<file path="config.mk">
export PLATFORM = sky130hd
export DESIGN_NAME = keypad_scanner
export DESIGN_NICKNAME = d
export VERILOG_FILES = /design/src/rtl/keypad_pkg.sv /design/src/rtl/scan_tick.sv /design/src/rtl/keypad_scanner.sv
export SDC_FILE = /design/constraint.sdc
export NUM_CORES = 1
export LEC_CHECK = 0
export CAP_MARGIN = 20
export CELL_PAD_IN_SITES_DETAIL_PLACEMENT = 1
export CELL_PAD_IN_SITES_GLOBAL_PLACEMENT = 1
export CORE_MARGIN = 2
export CORE_UTILIZATION = 47
export CTS_CLUSTER_DIAMETER = 30
export DETAILED_ROUTE_END_ITERATION = 7
export PLACE_DENSITY_LB_ADDON = 0.3
export SLEW_MARGIN = 20
export SYNTH_ARGS = -nofsm -noshare
export SYNTH_HDL_FRONTEND = slang
export SYNTH_SLANG_ARGS = --single-unit
export TNS_END_PERCENT = 30
</file>
<file path="constraint.sdc">
create_clock -name CLK -period 6.2 [get_ports CLK]
set_input_delay 0.93 -clock CLK [delete_from_list [all_inputs] [get_ports CLK]]
set_output_delay 0.93 -clock CLK [all_outputs]
set_load 0.02 [all_outputs]
</file>
<file path="src/rtl/keypad_pkg.sv">
// Shared types, constants and the telephone-pad key map for the keypad scanner.
package keypad_pkg;

    typedef enum logic [1:0] {
        StScan,
        StDebounce,
        StHeld
    } state_e;

    // Code shown on KEY_CODE before any key has been captured.
    localparam int unsigned IDLE_CODE = 13;

    // Telephone layout for a 4x3 pad: rows 1-2-3 / 4-5-6 / 7-8-9 / 10-0-11.
    function automatic int unsigned tel_map(input int unsigned drv, input int unsigned sns);
        int unsigned code;
        if (drv == 3) begin
            if (sns == 0) begin
                code = 10;
            end else if (sns == 1) begin
                code = 0;
            end else begin
                code = 11;
            end
        end else begin
            code = drv * 3 + sns + 1;
        end
        return code;
    endfunction

endpackage

</file>
<file path="src/rtl/scan_tick.sv">
// Free-running sample-tick generator: one-cycle enable every SCAN_DIV clocks, with restart.
module scan_tick #(
    parameter int unsigned SCAN_DIV = 50000
) (
    input  logic clk,
    input  logic rst,
    input  logic restart,
    output logic tick
);

    localparam int unsigned CW = $clog2(SCAN_DIV);

    logic [CW-1:0] cnt_q;

    assign tick = (cnt_q == CW'(SCAN_DIV - 1));

    // Divider counter; wraps on tick and realigns whenever the drive line changes.
    always_ff @(posedge clk) begin
        if (rst || restart || tick) begin
            cnt_q <= '0;
        end else begin
            cnt_q <= cnt_q + CW'(1);
        end
    end

endmodule

</file>
<file path="src/rtl/keypad_scanner.sv">
// Matrix keypad scanner: rotating one-hot drive, synchronized sense sampling, press/release
// debounce and a single-entry key-code buffer with VALID/ACK handshake and overrun flag.
module keypad_scanner
    import keypad_pkg::*;
#(
    parameter int unsigned NUM_DRV      = 4,
    parameter int unsigned NUM_SNS      = 3,
    parameter int unsigned SCAN_DIV     = 50000,
    parameter int unsigned DEBOUNCE_CNT = 4,
    parameter int unsigned MAP_MODE     = 1,
    parameter int unsigned CODE_W       = 4
) (
    input  logic               CLK,
    input  logic               RST,
    input  logic [NUM_SNS-1:0] SNS,
    output logic [NUM_DRV-1:0] DRV,
    output logic [CODE_W-1:0]  KEY_CODE,
    output logic               KEY_VALID,
    input  logic               KEY_ACK,
    output logic               PRESS,
    output logic               OVERRUN,
    input  logic               OVR_CLR
);

    localparam int unsigned DW = $clog2(NUM_DRV);
    localparam int unsigned SW = (NUM_SNS > 1) ? $clog2(NUM_SNS) : 1;
    localparam int unsigned CW = $clog2(DEBOUNCE_CNT + 1);

    logic [NUM_SNS-1:0] sns_meta;
    logic [NUM_SNS-1:0] sns_sync;
    state_e             state_q;
    logic [DW-1:0]      drv_idx_q;
    logic [SW-1:0]      cand_q;
    logic [CW-1:0]      cnt_q;
    logic               tick;
    logic               sns_any;
    logic [SW-1:0]      sns_idx;
    logic [CW-1:0]      cnt_inc;
    logic               cnt_done;
    logic               match;
    logic               press_issue;
    logic               drv_step;
    logic [CODE_W-1:0]  issue_code;

    scan_tick #(
        .SCAN_DIV (SCAN_DIV)
    ) u_scan_tick (
        .clk     (CLK),
        .rst     (RST),
        .restart (drv_step),
        .tick    (tick)
    );

    // Two-flop synchronizer for the asynchronous sense pins.
    always_ff @(posedge CLK) begin
        if (RST) begin
            sns_meta <= '0;
            sns_sync <= '0;
        end else begin
            sns_meta <= SNS;
            sns_sync <= sns_meta;
        end
    end

    // Lowest-index asserted sense line wins.
    always_comb begin
        sns_idx = '0;
        for (int i = NUM_SNS - 1; i >= 0; i--) begin
            if (sns_sync[i]) begin
                sns_idx = SW'(i);
            end
        end
    end

    assign sns_any  = |sns_sync;
    assign cnt_inc  = cnt_q + CW'(1);
    assign cnt_done = (cnt_inc == CW'(DEBOUNCE_CNT));
    assign match    = sns_any && (sns_idx == cand_q);

    // Tick-qualified events shared by the FSM, the tick restart and the output buffer.
    // cnt_q is always zero in StScan, so cnt_done there means a one-tick debounce.
    always_comb begin
        press_issue = 1'b0;
        drv_step    = 1'b0;
        if (tick) begin
            unique case (state_q)
                StScan: begin
                    if (!sns_any) begin
                        drv_step = 1'b1;
                    end else if (cnt_done) begin
                        press_issue = 1'b1;
                    end
                end
                StDebounce: begin
                    if (!match) begin
                        drv_step = 1'b1;
                    end else if (cnt_done) begin
                        press_issue = 1'b1;
                    end
                end
                StHeld: begin
                    if (!sns_any && cnt_done) begin
                        drv_step = 1'b1;
                    end
                end
                default: ;
            endcase
        end
    end

    // Key code for the current drive line and winning sense line.
    always_comb begin
        if (MAP_MODE == 1) begin
            issue_code = CODE_W'(tel_map(32'(drv_idx_q), 32'(sns_idx)));
        end else begin
            issue_code = CODE_W'(32'(drv_idx_q) * NUM_SNS + 32'(sns_idx));
        end
    end

    // Scan/debounce/held FSM with drive rotator and shared debounce/release counter.
    always_ff @(posedge CLK) begin
        if (RST) begin
            state_q   <= StScan;
            DRV       <= NUM_DRV'(1);
            drv_idx_q <= '0;
            cand_q    <= '0;
            cnt_q     <= '0;
            PRESS     <= 1'b0;
        end else if (tick) begin
            unique case (state_q)
                StScan: begin
                    if (sns_any) begin
                        cand_q <= sns_idx;
                        if (cnt_done) begin
                            state_q <= StHeld;
                            PRESS   <= 1'b1;
                            cnt_q   <= '0;
                        end else begin
                            state_q <= StDebounce;
                            cnt_q   <= cnt_inc;
                        end
                    end
                end
                StDebounce: begin
                    if (!match) begin
                        state_q <= StScan;
                        cnt_q   <= '0;
                    end else if (cnt_done) begin
                        state_q <= StHeld;
                        PRESS   <= 1'b1;
                        cnt_q   <= '0;
                    end else begin
                        cnt_q <= cnt_inc;
                    end
                end
                StHeld: begin
                    if (sns_any) begin
                        cnt_q <= '0;
                    end else if (cnt_done) begin
                        state_q <= StScan;
                        PRESS   <= 1'b0;
                        cnt_q   <= '0;
                    end else begin
                        cnt_q <= cnt_inc;
                    end
                end
                default: state_q <= StScan;
            endcase
            if (drv_step) begin
                DRV       <= {DRV[NUM_DRV-2:0], DRV[NUM_DRV-1]};
                drv_idx_q <= (drv_idx_q == DW'(NUM_DRV - 1)) ? '0 : drv_idx_q + DW'(1);
            end
        end
    end

    // Output buffer and handshake; runs every cycle. A new overrun beats OVR_CLR.
    always_ff @(posedge CLK) begin
        if (RST) begin
            KEY_CODE  <= CODE_W'(IDLE_CODE);
            KEY_VALID <= 1'b0;
            OVERRUN   <= 1'b0;
        end else begin
            if (press_issue) begin
                if (!KEY_VALID || KEY_ACK) begin
                    KEY_CODE  <= issue_code;
                    KEY_VALID <= 1'b1;
                end
            end else if (KEY_ACK && KEY_VALID) begin
                KEY_VALID <= 1'b0;
            end
            if (press_issue && KEY_VALID && !KEY_ACK) begin
                OVERRUN <= 1'b1;
            end else if (OVR_CLR) begin
                OVERRUN <= 1'b0;
            end
        end
    end

endmodule
</file>
# Word level (Yosys, flattened, before mapping)
# Cells that the tools add are included.
# word_totals
ff_bits,42
latch_bits,0
ram_bits,0
mem_bits_ro,0
inputBits,7
output_inout_bits,11
word_cells,95
memories,0
# classes
addsub,5
multipliers,1
n_div,0
magnitude_cmp,0
eq_ne,13
shifts,0
n_mux,40
bitwise,0
n_reduce_logical,24
# ops
cell,count
2-bit 2-to-1 mux,10
1-bit 2-to-1 mux,18
"16-bit by 1-bit adder with 16-bit output, second input constant",1
"16-bit equality test, second input constant",1
3-bit 2-to-1 mux,4
4-bit 2-to-1 mux,3
3-bit case mux with 3 select lines,1
"2-bit != test, second input constant",4
1-bit case mux with 3 select lines,2
2-bit case mux with 3 select lines,1
2-bit AND reduction,3
3-bit AND reduction,2
6-bit AND reduction,1
1-bit logical AND,5
5-bit AND reduction,1
"4-bit by 1-bit adder with 4-bit output, second input constant",1
4-bit by 2-bit adder with 4-bit output,1
"2-bit by 1-bit equality test with 1-bit output, second input constant",2
"2-bit equality test, second input constant",2
2-bit zero test,2
"2-bit by 2-bit multiplier with 4-bit output, second input constant",1
2-bit nonzero test,2
"3-bit by 1-bit adder with 3-bit output, second input constant",1
"3-bit equality test, second input constant",1
other kinds (9),13

# Depth between registers and ports, before layout
# depth
depth_word,11
ltp_mapped,8
depth_no_buf,8

# Cells and area by module
# Synthesis repeated with hierarchy kept, for this count alone.
# unflattened
cells_unflattened,233
area_unflattened_um2,2213.4
# modules_own_cells
module,instances,cells_per_inst,area_each_um2,seq_area_each_um2
keypad_scanner,1,150,1470.2,520.5
scan_tick,1,83,743.2,320.3

# Worst setup path before layout
# No wires, ideal clock.
# synth_path
path_kind,register -> register
from,register sns_sync[0]
to,register KEY_CODE[3]
setup_ps,120
arrival_time_ps,2202
required_ps,6080
path_slack_ps,3878
path_stages_with_launch,8
synth_period_minus_slack_ps,2322
path_cell_list,dfxtp_1 > nor3b_2 > fa_1 > ha_1 > a21o_1 > a211oi_1 > a21oi_1 > a211o_1
# synth_between
elab_chain_cells,7
# synth_lines
item,line,source
"start, declared",keypad_scanner.sv:30,logic [NUM_SNS-1:0] sns_sync;
"start signal, assigned",keypad_scanner.sv:61,sns_sync <= sns_meta;
2-bit 2-to-1 mux (*),keypad_scanner.sv:69,if (sns_sync[i]) begin
via sns_idx[1],keypad_scanner.sv:37,logic [SW-1:0] sns_idx;
"parallel branches: the longest is 6 deep, another holds 4-bit by 2-bit adder with 4-bit output",--,
"end signal, assigned",keypad_scanner.sv:179,KEY_CODE <= CODE_W'(IDLE_CODE);
"end signal, assigned",keypad_scanner.sv:185,KEY_CODE <= issue_code;
"end, declared",keypad_scanner.sv:17,"output logic [CODE_W-1:0] KEY_CODE,"
# Mark *: on every way through the listed nets, which the timed path passes.
# A chain may end at the register's enable or synchronous reset.

# Final worst setup path
# layout_path
from,input port RST
to,register u_scan_tick.cnt_q[15]
# layout_between
elab_chain_cells,2
# layout_lines
item,line,source
"start, declared",keypad_scanner.sv:14,"input logic RST,"
1-bit logical OR (2 in series),scan_tick.sv:19,if (rst || restart || tick) begin
"end signal, assigned",scan_tick.sv:22,cnt_q <= cnt_q + CW'(1);
"end, declared",scan_tick.sv:13,logic [CW-1:0] cnt_q;
# No other way between the ends.

==> results.txt <==
The number of placed I/O pins came out at 18. The run finished with clean final reports. The slew at the pin with the worst max-slew slack is ~1000 ps. The die outline width is approximately 71 um. Data arrives at the worst endpoint at roughly 2800 ps. The setup path with the least slack is of type in -> reg. The number of antenna violations at the first check in global routing came out at 0.

The sequential fraction of the synthesis area came out at roughly 40%. Among all stages on the critical path, the largest delay is contributed by sky130_fd_sc_hd__clkdlybuf4s50_1. The fraction of layout instances using a drive strength above 1 is under 10%. Traced cell by cell, the critical path runs through clkdlybuf4s50_1, nand2b_1, nor2_1. Setup slack on the worst reg-to-reg path comes out at about 3700 ps. The repair_antennas step left the layout with diodes totalling 0. Including well taps, the total number of placed cells is 284. The number of H-tree branching levels is 2.

CTS placed an instance of sky130_fd_sc_hd__clkbuf_8 at the clock tree root. The net switching power figure came out at around 110 uW. The final critical path time including I/O delays and setup came out at about 2600 ps.

The largest stage delay on the critical path is ~1100 ps. The share of async-settable or async-resettable flops after synthesis came out at 0%. The number of placement rows is 24. The sum of net half-perimeters after detailed placement came out at 3110 um.

The worst setup path is launched from a primary input. After routing, the total negative slack on setup checks comes to 0 ps. Clock-pin slew was measured on the worst setup and hold paths at ~80 ps.

The worst clock skew is between 9 and 10 ps. The startpoint identified for the worst register-to-register timing path is sns_sync[0]. Once the clock tree was built, the setup fixing pass inserted 0 buffers. In this run the critical register-to-register path is captured at KEY_CODE[3].

In this run the worst setup path terminates at u_scan_tick.cnt_q[15]. The number of gates resized after CTS was 0. After detailed routing, the number of vias per cell comes to 5.47.

The maximum ir drop on the vdd rail is ~110 uV. The area overhead of the layout relative to synthesis is 15.7%. Detailed routing inserted a total of ~1,600 vias.

TritonCTS built the clock tree. Setup repair after global routing left no endpoint under its margin. The post-route DRC violation count came out at 0. The min-delay analysis places its worst path in the category reg -> reg.

The final period utilization is 41.8%. For this run, the leading register cell type out of synthesis is sky130_fd_sc_hd__dfxtp_1. The buffer depth of the longest clock path came out at 2. The maximum fanout along the worst path is 28. For this block, the routed nets add up to between 4000 and 5000 um of wire. The post-synthesis instance area came out at 2090 um2.

The share of power burned in the clock network is around 42%. The maximum clock frequency came out at a little under 0.4 GHz. The count of mapped cells out of synthesis came out at 220.

The critical path data required time came out at roughly 6400 ps. The total of warnings raised by yosys is 0. Tracing the worst setup path back leads to its startpoint at RST. The normalized max-slew margin is about a third. The average wire per cell in the routed design came out at roughly 15 um.

The overall die area came out at around 5000 um2. The average cell area after synthesis came out at ~9.5 um2. The overall overflow remaining after global route is 0. The internal power contribution came out at approximately 410 uW. The post-synthesis sequential element count is 42. The number of CTS-inserted buffers is 5. The share of total power consumed by net switching came out at ~21%. The detail route stage leaves a number of antenna-violating nets equal to 0. The max-capacitance violation count came out at 0. After synthesis, the netlist uses 47 different library cells.

The count of placed standard cells in the final layout, fillers left out came out at between 200 and 300. The analysis attributes to cell leakage a power of about 0.90 nW. The die is slightly above 70 um tall. The number of optimization iterations in the first detailed-route pass is 4. The power per standard cell area came out at roughly 220 nW/um2. The core outline area came out at 4320 um2. For the worst-skew pair, the clock arrives at the later sink with an insertion delay of about 290 ps. The post-layout net count is 259.

The fraction of power consumed by sequential logic came out at 53.1%. The placer congestion estimate is roughly 0.8. The number of I/O port buffers is 17. The initial detailed-routing violation count is between 40 and 50. The final-report hold violation count came out at 0. For this configuration, the core starts out at a cell density of around half. The number of nets in the synthesized netlist is 240. The combinational share of power came out at 4.5%.

The number of pins exceeding their max-slew limit in the final report is 0. The via count of the first global-routing pass came out at around 1,600. The pin count of the biggest net entering global routing came out at 29. The number of clock sinks came out at between 40 and 50.

STA classifies the critical path endpoint as a flip-flop. The first-pass GRT wire length is between 7000 and 8000 um. The number of hold buffers added after CTS was 0. In this run, synthesis inferred 0 flip-flops with an integrated enable. For this run, the total global-route usage over all layers was measured as 19.0%. The number of cells on the worst reg-to-reg path came out at 7. Setup violations remaining at the end of the flow were counted as 0.
## critical path, delay by kind of cell
kind,cells,cell delay [ps]
buffers and inverters,1,1130
and+or+nand+nor,2,690
## sequential cells by signal (all words and copies together) (netlist names)
register	count
drv_idx_q	2
OVERRUN	1
sns_sync	3
state_q	2
u_scan_tick.cnt_q	16
cnt_q	3
PRESS	1
cand_q	2
KEY_VALID	1
KEY_CODE	4
sns_meta	3
DRV	4
## layer usage
layer	wire, um	up-vias	global-route usage (%)
met5	0	-	0
met4	97	0	7.55
met3	91	10	3.85
met2	2050	17	32.0
met1	2070	762	23.8
li1	-	802	-
## worst min path at each step
stage	to	slack, ps	cells past startpoint	start
floorplan	u_scan_tick.cnt_q[0]	410	1	u_scan_tick.cnt_q[0]
global placement	sns_sync[2]	420	1	sns_meta[2]
detailed placement	sns_sync[1]	430	1	sns_meta[1]
CTS	sns_sync[2]	450	1	sns_meta[2]
global route	sns_sync[2]	470	1	sns_meta[2]
finish	sns_sync[2]	450	1	sns_meta[2]
## logic make-up (layout without fill, tap and decap cells)
kind of cell,count (synthesis),count (layout),synth area share (%)
AOI/OAI and AO/OA,28,28,10.0
muxes,10,10,4.84
DFF,42,42,40.2
xor gates and xnor gates,16,16,6.69
adders and majority gates,13,13,8.49
and+or+nand+nor,96,96,27.0
buffers and inverters,15,34,2.75
## stage by stage
stage / power (mW) / util [%] / hold slack, ps / setup slack, ps / area (um2)
finish: 0.521 / 56.0 / 447 / 3610 / 2420
global route: 0.543 / 56.0 / 469 / 3440 / 2420
CTS: 0.529 / 56.0 / 454 / 3550 / 2420
detailed placement: 0.307 / 53.4 / 428 / 3210 / 2310
global placement: 0.306 / 53.4 / 417 / 3300 / 2310
floorplan: 0.298 / - / 413 / 3880 / 2090
## synthesized netlist by cell type (all sizes together) (2+ instances only)
| master | n | area share, % |
|---|---|---|
| fa | 2 | 1.9 |
| xor2 | 5 | 2.1 |
| nor2 | 36 | 6.5 |
| and2 | 2 | 0.60 |
| nor3 | 7 | 1.7 |
| o211ai | 2 | 0.72 |
| nor4b | 2 | 1.6 |
| clkbuf | 4 | 0.72 |
| ha | 11 | 6.6 |
| nand2b | 2 | 0.60 |
| a211o | 2 | 0.84 |
| a31oi | 3 | 0.90 |
| nor3b | 2 | 0.96 |
| a211oi | 2 | 0.72 |
| nor4 | 4 | 1.5 |
| nand4 | 2 | 1.3 |
| o31a | 2 | 0.84 |
| nand2 | 8 | 1.4 |
| and4 | 3 | 1.3 |
| a21oi | 8 | 1.9 |
| nor2b | 14 | 4.2 |
| xnor2 | 11 | 4.6 |
| dfxtp | 42 | 40 |
| nand3 | 5 | 1.2 |
| inv | 10 | 1.8 |
| mux2i | 9 | 4.3 |
| and4bb | 3 | 1.8 |
| and3 | 2 | 0.66 |
| o21ai | 3 | 0.72 |
## layout make-up
| class | instances | area (um2) |
|---|---|---|
| clock buffer | 6 | 82.6 |
| clock inverter | 1 | 30.0 |
| fill | 503 | 1900 |
| inverter | 10 | 37.5 |
| multi-input combinational | 163 | 1190 |
| sequential | 42 | 841 |
| tap | 52 | 65.1 |
| timing repair buffer | 17 | 170 |
## power groups by stage
stage          Sequential [mW]  Combinational, mW  Clock (mW)
2_1_floorplan            0.282             0.0162           0
3_3_place_gp             0.283             0.0227           0
3_5_place_dp             0.283             0.0238           0
4_1_cts                  0.277             0.0240       0.228
5_1_grt                  0.278             0.0263       0.239
6_report                 0.277             0.0236       0.221
## layout by cell type (no fill, tap or decap), drive strengths merged, types with 2 or more instances in the layout
master and instances:
nor2 36, a31oi 3, and2 2, nand2 8
nand2b 2, and4bb 3, clkbuf 6, nor2b 14
inv 10, nand3 5, a211o 2, nand4 2
ha 11, xnor2 11, dfxtp 42, xor2 5
and3 2, nor3b 2, a211oi 2, o211ai 2
nor4b 2, and4 3, mux2i 9, nor4 4
nor3 7, o31a 2, clkdlybuf4s50 17, o21ai 3
fa 2, a21oi 8
No activity file was read; power rests on OpenSTA's default activity.
